[src/rtl/tick_period_meter.sv]
// rtl/tick_period_meter.sv - measures the spacing of rising edges on a tick train
//
// Purpose: receive-side checker for divided-clock tick trains in the same clock domain.
//   Measures clkin cycles between consecutive rising edges of tick_in, reports each
//   period, qualifies it against EXPECTED +/- TOL, declares lock after LOCK_COUNT
//   consecutive good periods and flags a timeout when the ticks stop.
// Ports:
//   clkin        in   clock
//   rst_n        in   asynchronous active-low reset
//   tick_in      in   tick train, synchronous to clkin, any pulse width
//   period       out  last measured period, held until the next measurement
//   period_valid out  one-cycle strobe, period updated this cycle
//   in_tol       out  period lies within EXPECTED +/- TOL, held with period
//   locked       out  LOCK_COUNT consecutive in-tolerance periods seen
//   timeout      out  no rising edge for MAX_PERIOD cycles
module tick_period_meter #(
  parameter int WIDTH      = 16,
  parameter int EXPECTED   = 5000,
  parameter int TOL        = 2,
  parameter int LOCK_COUNT = 4,
  parameter int MAX_PERIOD = 65535
) (
  input  logic             clkin,
  input  logic             rst_n,
  input  logic             tick_in,
  output logic [WIDTH-1:0] period,
  output logic             period_valid,
  output logic             in_tol,
  output logic             locked,
  output logic             timeout
);

  // Tolerance window, clamped to the representable counter range.
  localparam longint TOP    = (longint'(1) << WIDTH) - longint'(1);
  localparam longint LO_RAW = longint'(EXPECTED) - longint'(TOL);
  localparam longint HI_RAW = longint'(EXPECTED) + longint'(TOL);
  localparam longint LO_L   = (LO_RAW < longint'(0)) ? longint'(0) : ((LO_RAW > TOP) ? TOP : LO_RAW);
  localparam longint HI_L   = (HI_RAW < longint'(0)) ? longint'(0) : ((HI_RAW > TOP) ? TOP : HI_RAW);
  localparam logic [WIDTH-1:0] LO   = WIDTH'(LO_L);
  localparam logic [WIDTH-1:0] HI   = WIDTH'(HI_L);
  localparam logic [WIDTH-1:0] MAXP = WIDTH'(MAX_PERIOD);
  localparam logic [WIDTH-1:0] ONE  = WIDTH'(1);

  localparam int MW = $clog2(LOCK_COUNT + 1);
  localparam logic [MW-1:0] LOCK_V = MW'(LOCK_COUNT);

  typedef enum logic [1:0] {
    IDLE = 2'd0,
    MEAS = 2'd1,
    TMO  = 2'd2
  } state_t;

  state_t state, state_nxt;

  logic             tick_d;
  logic             tick_edge;
  logic [WIDTH-1:0] cnt, cnt_nxt;
  logic [MW-1:0]    match_cnt, match_nxt;
  logic [WIDTH-1:0] period_nxt;
  logic             valid_nxt, in_tol_nxt, locked_nxt, timeout_nxt;
  logic             cnt_ok;

  assign tick_edge = tick_in & ~tick_d;
  assign cnt_ok    = (cnt >= LO) && (cnt <= HI);

  // State register
  always_ff @(posedge clkin or negedge rst_n) begin
    if (!rst_n) begin
      state <= IDLE;
    end else begin
      state <= state_nxt;
    end
  end

  // Next-state logic; an edge coinciding with saturation is a valid measurement.
  always_comb begin
    state_nxt = state;
    case (state)
      IDLE:    if (tick_edge) state_nxt = MEAS;
      MEAS:    if (!tick_edge && (cnt == MAXP)) state_nxt = TMO;
      TMO:     if (tick_edge) state_nxt = MEAS;
      default: state_nxt = IDLE;
    endcase
  end

  // Output / datapath next values
  always_comb begin
    cnt_nxt     = cnt;
    match_nxt   = match_cnt;
    period_nxt  = period;
    valid_nxt   = 1'b0;
    in_tol_nxt  = in_tol;
    locked_nxt  = locked;
    timeout_nxt = timeout;
    case (state)
      IDLE: begin
        if (tick_edge) cnt_nxt = ONE;
      end
      MEAS: begin
        if (tick_edge) begin
          period_nxt = cnt;
          valid_nxt  = 1'b1;
          in_tol_nxt = cnt_ok;
          cnt_nxt    = ONE;
          if (cnt_ok) begin
            match_nxt = (match_cnt == LOCK_V) ? LOCK_V : match_cnt + 1'b1;
            if (match_nxt == LOCK_V) locked_nxt = 1'b1;
          end else begin
            match_nxt  = '0;
            locked_nxt = 1'b0;
          end
        end else if (cnt == MAXP) begin
          timeout_nxt = 1'b1;
          locked_nxt  = 1'b0;
          match_nxt   = '0;
        end else begin
          cnt_nxt = cnt + 1'b1;
        end
      end
      TMO: begin
        // Interval across a timeout is unknown: restart without a strobe.
        if (tick_edge) begin
          cnt_nxt     = ONE;
          timeout_nxt = 1'b0;
        end
      end
      default: ;
    endcase
  end

  // tick_d resets high so a tick already high at release is not an edge.
  always_ff @(posedge clkin or negedge rst_n) begin
    if (!rst_n) begin
      tick_d       <= 1'b1;
      cnt          <= '0;
      match_cnt    <= '0;
      period       <= '0;
      period_valid <= 1'b0;
      in_tol       <= 1'b0;
      locked       <= 1'b0;
      timeout      <= 1'b0;
    end else begin
      tick_d       <= tick_in;
      cnt          <= cnt_nxt;
      match_cnt    <= match_nxt;
      period       <= period_nxt;
      period_valid <= valid_nxt;
      in_tol       <= in_tol_nxt;
      locked       <= locked_nxt;
      timeout      <= timeout_nxt;
    end
  end

endmodule

[config.mk]
export PLATFORM = sky130hd
export DESIGN_NAME = tick_period_meter
export DESIGN_NICKNAME = d
export VERILOG_FILES = /design/src/rtl/tick_period_meter.sv
export SDC_FILE = /design/constraint.sdc
export NUM_CORES = 1
export LEC_CHECK = 0
export BUFFER_PORTS_ARGS = -buffer_cell sky130_fd_sc_hd__buf_2
export CAP_MARGIN = 20
export CORE_MARGIN = 2
export CORE_UTILIZATION = 37
export CTS_BUF_LIST = sky130_fd_sc_hd__clkbuf_4
export CTS_CLUSTER_DIAMETER = 150
export CTS_CLUSTER_SIZE = 28
export DETAILED_ROUTE_END_ITERATION = 7
export SLEW_MARGIN = 20
export SYNTH_ARGS = -nofsm -noshare
export SYNTH_HDL_FRONTEND = slang
export SYNTH_SLANG_ARGS = --single-unit
[constraint.sdc]
create_clock -name clkin -period 2.2 [get_ports clkin]
set_input_delay 0.22 -clock clkin [delete_from_list [all_inputs] [get_ports clkin]]
set_output_delay 0.22 -clock clkin [all_outputs]
set_load 0.01 [all_outputs]
==> reports/qor.csv, run 1 <==
stage,metric,value,unit
outcome,status,"complete, no violations",
drt,DR iter-0 viols,135,
grt,first-pass GRT wire length,8.54,mm
power_and_ir_drop,switch share,30.6,%
sta,"Slew Viols, Final",0,
worst_setup_path,max incr delay on CP,520,ps
drt,Vias,1690,
yosys,Synth area leader,dfrtp_1,
drt,residual DRC count,0,
yosys,syn_nets,204,
hold_path,Hold Path Class,primary input to asynchronous set/reset pin,
sta,min setup slack post-route,170,ps
cts,CTS H-tree lvls,2,
worst_setup_path,"Cell Chain, Critical Path","ha_1, nand3_2, o41a_1, nor2_2, inv_1, a22o_1",
sta,hold slack,456,ps
drt,Avg WL per Cell,15.5,um
drt,final antenna-violating net count,0,
floorplanning,Placement Rows,27,
worst_setup_path,Setup crit start,cnt[0]$_DFFE_PN0P_,
power_and_ir_drop,leak pwr,1.18,nW
cts,clk sinks,42,
drt,routed vias/inst,5.49,
power_and_ir_drop,Clk pwr share,23.8,%
grt,vias in the first global route,1647,
worst_setup_path,CP Capture Type,flip-flop,
yosys,post-synthesis cell count,197,
cts,"Reg clk slew, reported paths",130,ps
cells_and_area,Fillers,552,
power_and_ir_drop,power per cell area,635,nW/um^2
placed_design,RePlAce Congestion,0.780,
placed_design,placed insts,298,
yosys,Synth top area share,47.7,%
power_and_ir_drop,combinational share of power,18.1,%
sta,Max-Slew Margin vs Limit,64.7,%
floorplanning,total core area,5570,um^2
cells_and_area,Final Util,44.8,%
grt,routing usage on met3,3.37,%
drt,router iterations before antenna repair,4,
yosys,sequential area share after synthesis,48.9,%
cells_and_area,area grow syn2layout,16.1,%
worst_setup_path,crit path max-delay cell type,o41a_1,
sta,fin crit share,92.3,%
grt,pin count of the biggest net entering global routing,43,
drt,drt total wl,4.77,mm
cells_and_area,# nets final,242,
sta,Setup TNS,0,ps
cts,clk root buf,clkbuf_4,
floorplanning,die area,6440,um^2
worst_setup_path,R2R Setup Slk,170,ps
cells_and_area,Final Instance Area,2500,um^2
power_and_ir_drop,NetSw,0.485,mW
cts,CTS tree,yes,
job,max_cap viols,0,
yosys,Synth Cell Area,2150,um^2
power_and_ir_drop,Int Power,1.10,mW
worst_setup_path,Worst EP required,2450,ps
floorplanning,DIE WIDTH,80.3,um
grt,met1 Resource Use GR,25.2,%
cells_and_area,layout cells sized above 1,30.9,%
yosys,ranking of synthesized cells by area,"dfrtp_1 (48%), mux2_2 (8.4%), a21oi_1 (3.5%), ha_1 (2.3%), o21ai_0 (1.9%)",
yosys,post-synth cell types,47,
cts,Setup Buffers After CTS,0,
floorplanning,io pins,23,
sta,clock skew,11.1,ps
worst_setup_path,critical path type,flip-flop to flip-flop,
sta,RSZ-0062 raised after global routing,false,
sta,min cycle time layout,2030,ps
power_and_ir_drop,sequential power share,58.1,%
worst_setup_path,CP max FO,8,
worst_setup_path,Worst Setup Start Kind,flip-flop,
grt,gr usage total,17.1,%
placed_design,Place WS,150,ps
cts,clk buf depth,2,
placed_design,post-place instance area,2420,um^2
grt,layer with the highest usage,met2,
cts,Worst-Skew Late Latency,360,ps
cells_and_area,diode count,0,
power_and_ir_drop,VDD IR max,0.403,mV
sta,final setup fails,0,
placed_design,port bufs,22,
grt,initial antenna violation count,0,
grt,met2 Usage GRT,25.7,%
floorplanning,Initial Util,38.6,%
cells_and_area,Layout Cells excl Fill,308,
yosys,synth warn,0,
floorplanning,height of the chip,80.3,um
power_and_ir_drop,Overall Power,1.59,mW
sta,Least-Margin Pin Slew,530,ps
yosys,"flops & latches, synth",42,
worst_setup_path,Reg-to-Reg Start,cnt[0]$_DFFE_PN0P_,
sta,Fmax,492,MHz
cts,TritonCTS buffer count,5,
worst_setup_path,"Data arrival, critical path",2280,ps
placed_design,DP Wirelength,3.40,mm
grt,"Remaining Overflow, GRT",0,
sta,Final Hold Fails,0,
yosys,syn_area_per_cell,10.9,um^2
==> layout by cell type, fill, tap and decap left out, drive strengths merged, types with 5 or more instances in the layout <==
master  netlist  layout
dfrtp        41      41
buf           7      38
mux2         16      16
a21oi        15      15
nor2         10      10
o21ai         9       9
nand2         8       8
inv           7       7
nand3         7       7
nand4         7       7
nor3          5       5
o31ai         5       5
or4           5       5
clkbuf        2       5
or3           5       5
==> kinds of logic (layout without fill, tap and decap cells) <==
family,Yosys count,count (layout),synth area share (%)
buffers and inverters,16,55,3.49
xor gates and xnor gates,1,1,0.407
AOI/OAI and AO/OA,51,51,17.0
DFF,42,42,48.9
muxes,17,17,8.84
and+or+nand+nor,66,66,19.1
adders and majority gates,4,4,2.33
==> critical path, delay by kind of cell, from the launching register on <==
kind / cells / cell delay, ps
adder cells (fa/ha/maj): 1 / 230
AND/OR/NAND/NOR: 2 / 450
AO/OA/AOI/OAI: 2 / 730
flip-flops: 1 / 430
buffers and inverters: 1 / 90
==> cell usage after synthesis (all sizes together) <==
library cell  instances
mux2                 16
inv                   7
nor4                  4
and4                  3
mux2i                 1
o22ai                 2
nand2b                3
xnor2                 1
or3                   5
clkbuf                2
nand4                 7
or4                   5
nand4b                2
o31ai                 5
buf                   7
ha                    4
a31oi                 3
nor2b                 4
a31o                  2
o41ai                 2
o21ai                 9
a211oi                2
a211o                 1
and3b                 1
and2                  1
nor2                 10
nand3                 7
o22a                  1
dfstp                 1
a32o                  2
o41a                  1
dfrtp                41
o21a                  1
a21oi                15
a32oi                 1
a22o                  4
nor3                  5
nand2                 8
and3                  1
==> routing by layer <==
metal / vias up / wire, um / share of wire (%)
li1: 822 / - / -
met1: 831 / 2370 / 50
met2: 32 / 2210 / 46
met3: 5 / 146 / 3.1
met4: 0 / 46 / 0.96
met5: - / 0 / 0
==> flip-flops by register name, summed over array words and instances (netlist names), 2 cells and up <==
name	flops
period	16
state	2
match_cnt	3
cnt	16
==> power groups by stage <==
stage,Sequential (mW),Combinational [mW],Clock [mW]
global route,0.935,0.323,0.437
floorplan,0.912,0.200,0
detailed placement,0.935,0.289,0
CTS,0.921,0.292,0.394
finish,0.921,0.288,0.377
global placement,0.934,0.288,0
==> timing repair <==
action	4_1_cts	5_1_grt
setup endpoints to repair	0	1
hold endpoints to repair	42	0
hold buffers	2	0
gates resized for setup	0	1
==> final timing paths <==
path                            cells after the start               endpoint
worst max-delay path                                6     cnt[7]$_DFFE_PN0P_
worst min-delay path                                3    cnt[11]$_DFFE_PN0P_
worst max register to register                      6     cnt[7]$_DFFE_PN0P_
worst min register to register                      1  period[3]$_DFFE_PN0P_
max in group asynchronous                           3     cnt[0]$_DFFE_PN0P_
min in group clkin                                  2       tick_d$_DFF_PN1_
==> layout make-up <==
class                           count  area (um^2)  area share (%)
Inverter                            7         26.3            1.05
Clock buffer                        5         37.5            1.50
Clock inverter                      3         16.3           0.651
Multi-Input combinational cell    139         1020            41.0
Tap cell                           72         90.1            3.61
Sequential cell                    42         1050            42.2
Timing Repair Buffer               40          250            10.0
No activity file was read; power rests on OpenSTA's default activity.
==> run 2: changes to the inputs <==
--- a/config.mk
+++ b/config.mk
@@ -5,6 +5,7 @@
 export SDC_FILE = /design/constraint.sdc
 export NUM_CORES = 1
 export LEC_CHECK = 0
+export ABC_AREA = 1
 export BUFFER_PORTS_ARGS = -buffer_cell sky130_fd_sc_hd__buf_2
 export CAP_MARGIN = 20
 export CORE_MARGIN = 2
==> run 2 against run 1 <==
Against the previous run: clock power increased by 2%; first-iteration DRC count up 1.5%; cell area increased by 1.6%; critical path type unchanged; largest power group unchanged; worst setup slack better by 280 ps; count of clock-buffer cells in the layout did not move; highest routed layer unchanged; largest cell class unchanged.
==> reports/qor.csv, run 2 <==
stage,metric,value,unit
cts,clk root buf,clkbuf_4,
worst_setup_path,CP Capture Type,flip-flop,
cts,"Reg clk slew, reported paths",140,ps
sta,min cycle time layout,1760,ps
cells_and_area,# nets final,347,
worst_setup_path,Worst Setup Start Kind,flip-flop,
cells_and_area,area grow syn2layout,11.3,%
worst_setup_path,CP dominant cell by count,nand2_2,
worst_setup_path,R2R Setup Slk,440,ps
yosys,post-synthesis cell count,313,
cts,clk buf depth,2,
placed_design,Place WS,465,ps
worst_setup_path,Reg-to-Reg End,cnt[13]$_DFFE_PN0P_,
drt,drt total wl,5.26,mm
cells_and_area,"commonest non-fill, non-tap cell in the layout",nand2_1,
cells_and_area,Regs by FF count,"cnt (16), period (16), match_cnt (3)",
drt,Vias,2020,
floorplanning,die area,6810,um^2
worst_setup_path,max incr delay on CP,470,ps
drt,final antenna-violating net count,0,
yosys,syn_area_per_cell,7.28,um^2
drt,router iterations before antenna repair,4,
cells_and_area,most frequent cells in the layout,"nand2_1 (88), inv_1 (46), dfrtp_1 (41), nor2_1 (35), o21ai_0 (29)",
cells_and_area,diode count,0,
worst_setup_path,Worst EP required,2500,ps
grt,vias in the first global route,1843,
cts,TritonCTS buffer count,5,
outcome,status,"complete, no violations",
cts,clk sinks,42,
job,max_cap viols,0,
yosys,Synth Cell Area,2280,um^2
sta,min setup slack post-route,445,ps
cells_and_area,Final Util,42.9,%
yosys,ys async rst share,100,%
grt,gr usage total,17.1,%
placed_design,DP Wirelength,4.00,mm
power_and_ir_drop,power per cell area,652,nW/um^2
sta,RSZ-0062 raised after global routing,false,
worst_setup_path,R2R cell count,11,
cells_and_area,layout cells sized above 1,13.8,%
placed_design,RePlAce Congestion,0.830,
placed_design,placed insts,406,
sta,clock skew,16.8,ps
worst_setup_path,"Cell Chain, Critical Path","ha_1, inv_1, nor2_2, nand2_2, nor2_4, nand2_2, nand2_2, nand2_4, inv_4, nand2_1, nand2_1",
cells_and_area,Layout Cells excl Fill,416,
floorplanning,DIE WIDTH,82.5,um
yosys,Synth Flop Type,dfrtp_1,
grt,initial antenna violation count,0,
power_and_ir_drop,VDD IR max,0.310,mV
yosys,sequential area share after synthesis,46.2,%
floorplanning,io pins,23,
yosys,top post-synthesis cells by count,"nand2_1 (88), inv_1 (46), dfrtp_1 (41)",
cts,CTS tree,yes,
yosys,syn_nets,320,
floorplanning,total core area,5920,um^2
drt,residual DRC count,0,
sta,fin crit share,79.8,%
worst_setup_path,critical path type,flip-flop to flip-flop,
yosys,Synth top area share,45.0,%
worst_setup_path,CP max FO,17,
sta,Final Hold Fails,0,
placed_design,port bufs,22,
yosys,ranking of synthesized cells by area,"dfrtp_1 (45%), nand2_1 (14%), inv_1 (7.6%), o21ai_0 (6.4%), nor2_1 (5.8%)",
floorplanning,Placement Rows,28,
yosys,number of synthesized flops with an enable pin,0,
worst_setup_path,crit path max-delay cell type,dfrtp_1,
cts,Worst-Skew Late Latency,360,ps
grt,"Remaining Overflow, GRT",0,
grt,first-pass GRT wire length,8.71,mm
floorplanning,Initial Util,38.5,%
yosys,synth warn,0,
sta,"Slew Viols, Final",0,
hold_path,Hold Path Class,primary input to asynchronous set/reset pin,
floorplanning,height of the chip,82.5,um
drt,Avg WL per Cell,12.6,um
sta,final setup fails,0,
worst_setup_path,Reg-to-Reg Start,cnt[1]$_DFFE_PN0P_,
drt,routed vias/inst,4.86,
grt,pin count of the biggest net entering global routing,32,
yosys,"count leader, synth",nand2_1,
yosys,post-synth cell types,24,
worst_setup_path,worst setup path endpoint,cnt[13]$_DFFE_PN0P_,
cts,CTS H-tree lvls,2,
sta,Setup TNS,0,ps
worst_setup_path,"Data arrival, critical path",2050,ps
sta,Fmax,570,MHz
sta,Least-Margin Pin Slew,464,ps
yosys,"flops & latches, synth",42,
drt,DR iter-0 viols,137,
worst_setup_path,Setup crit start,cnt[1]$_DFFE_PN0P_,
power_and_ir_drop,leak pwr,1.35,nW
sta,Max-Slew Margin vs Limit,69.1,%
yosys,Synth area leader,dfrtp_1,
run 2: changes by cell type in the layout (fill, tap and decap cells not counted), moves of 7 or more:
| cell | change |
|---|---|
| a21oi_1 | -7 |
| o21ai_0 | +21 |
| nand3_1 | +18 |
| nand2_1 | +80 |
| buf_4 | -12 |
| nor2_1 | +27 |
| inv_1 | +39 |
| mux2_2 | -16 |
run 2: power by group:
group          total (mW)  switching (mW)  internal (mW)
Sequential          0.927          0.0819          0.845
Combinational       0.344           0.220          0.124
Clock               0.383           0.264          0.119
run 2: final cells by class:
class | count | area [um^2]
clock buffer | 5 | 37.5
clock inverter | 3 | 16.3
fill | 625 | 3380
inverter | 47 | 179
multi-input combinational | 216 | 998
sequential | 42 | 1050
tap | 75 | 93.8
timing repair buffer | 28 | 160
run 2: timing repair:
item / CTS / global route
resized for setup: 0 / 0
buffers inserted: 0 / 0
hold buffers: 2 / 0
endpoints found under the hold margin: 19 / 0
endpoints found under the setup margin: 0 / 0
run 2: how the worst min path moves through the flow:
stage / start / endpoint / slack [ps] / depth (start not counted)
after CTS: rst_n / cnt[9]$_DFFE_PN0P_ / 320 / 2
after global placement: rst_n / state[0]$_DFFE_PN0P_ / 190 / 1
after global routing: rst_n / cnt[9]$_DFFE_PN0P_ / 350 / 2
after floorplan: rst_n / cnt[0]$_DFFE_PN0P_ / -80 / 0
final: rst_n / cnt[9]$_DFFE_PN0P_ / 300 / 2
after detailed placement: rst_n / cnt[9]$_DFFE_PN0P_ / 190 / 1
run 2: cell families (layout without fill, tap and decap cells):
logic type	Yosys count	count (layout)	synth area share, %
AO/OA/AOI/OAI	41	41	9.39
flip-flops	42	42	46.2
buffers and inverters	55	83	10.0
AND/OR/NAND/NOR	171	171	32.2
adder cells (fa/ha/maj)	4	4	2.20
run 2: stage by stage:
step | power (mW) | hold WS, ps | area, um^2
2_1_floorplan | 1.17 | -75.6 | 2280
3_3_place_gp | 1.28 | 188 | 2460
3_5_place_dp | 1.29 | 190 | 2460
4_1_cts | 1.67 | 321 | 2540
5_1_grt | 1.76 | 351 | 2540
6_report | 1.65 | 304 | 2540
run 2: layer usage:
layer  global-route usage [%]  share of wire (%)  vias to the layer above
met4                     6.56                2.1                        0
met1                     23.3                 48                      921
li1                         -                  -                     1037
met5                        0                  0                        -
met2                     26.4                 45                       49
met3                     3.91                4.9                       13
run 2: worst max-delay path, delay by kind of cell (launching register included):
kind / cells / cell delay (ps)
buffers and inverters: 2 / 230
adders and majority gates: 1 / 240
DFF: 1 / 470
and+or+nand+nor: 8 / 760
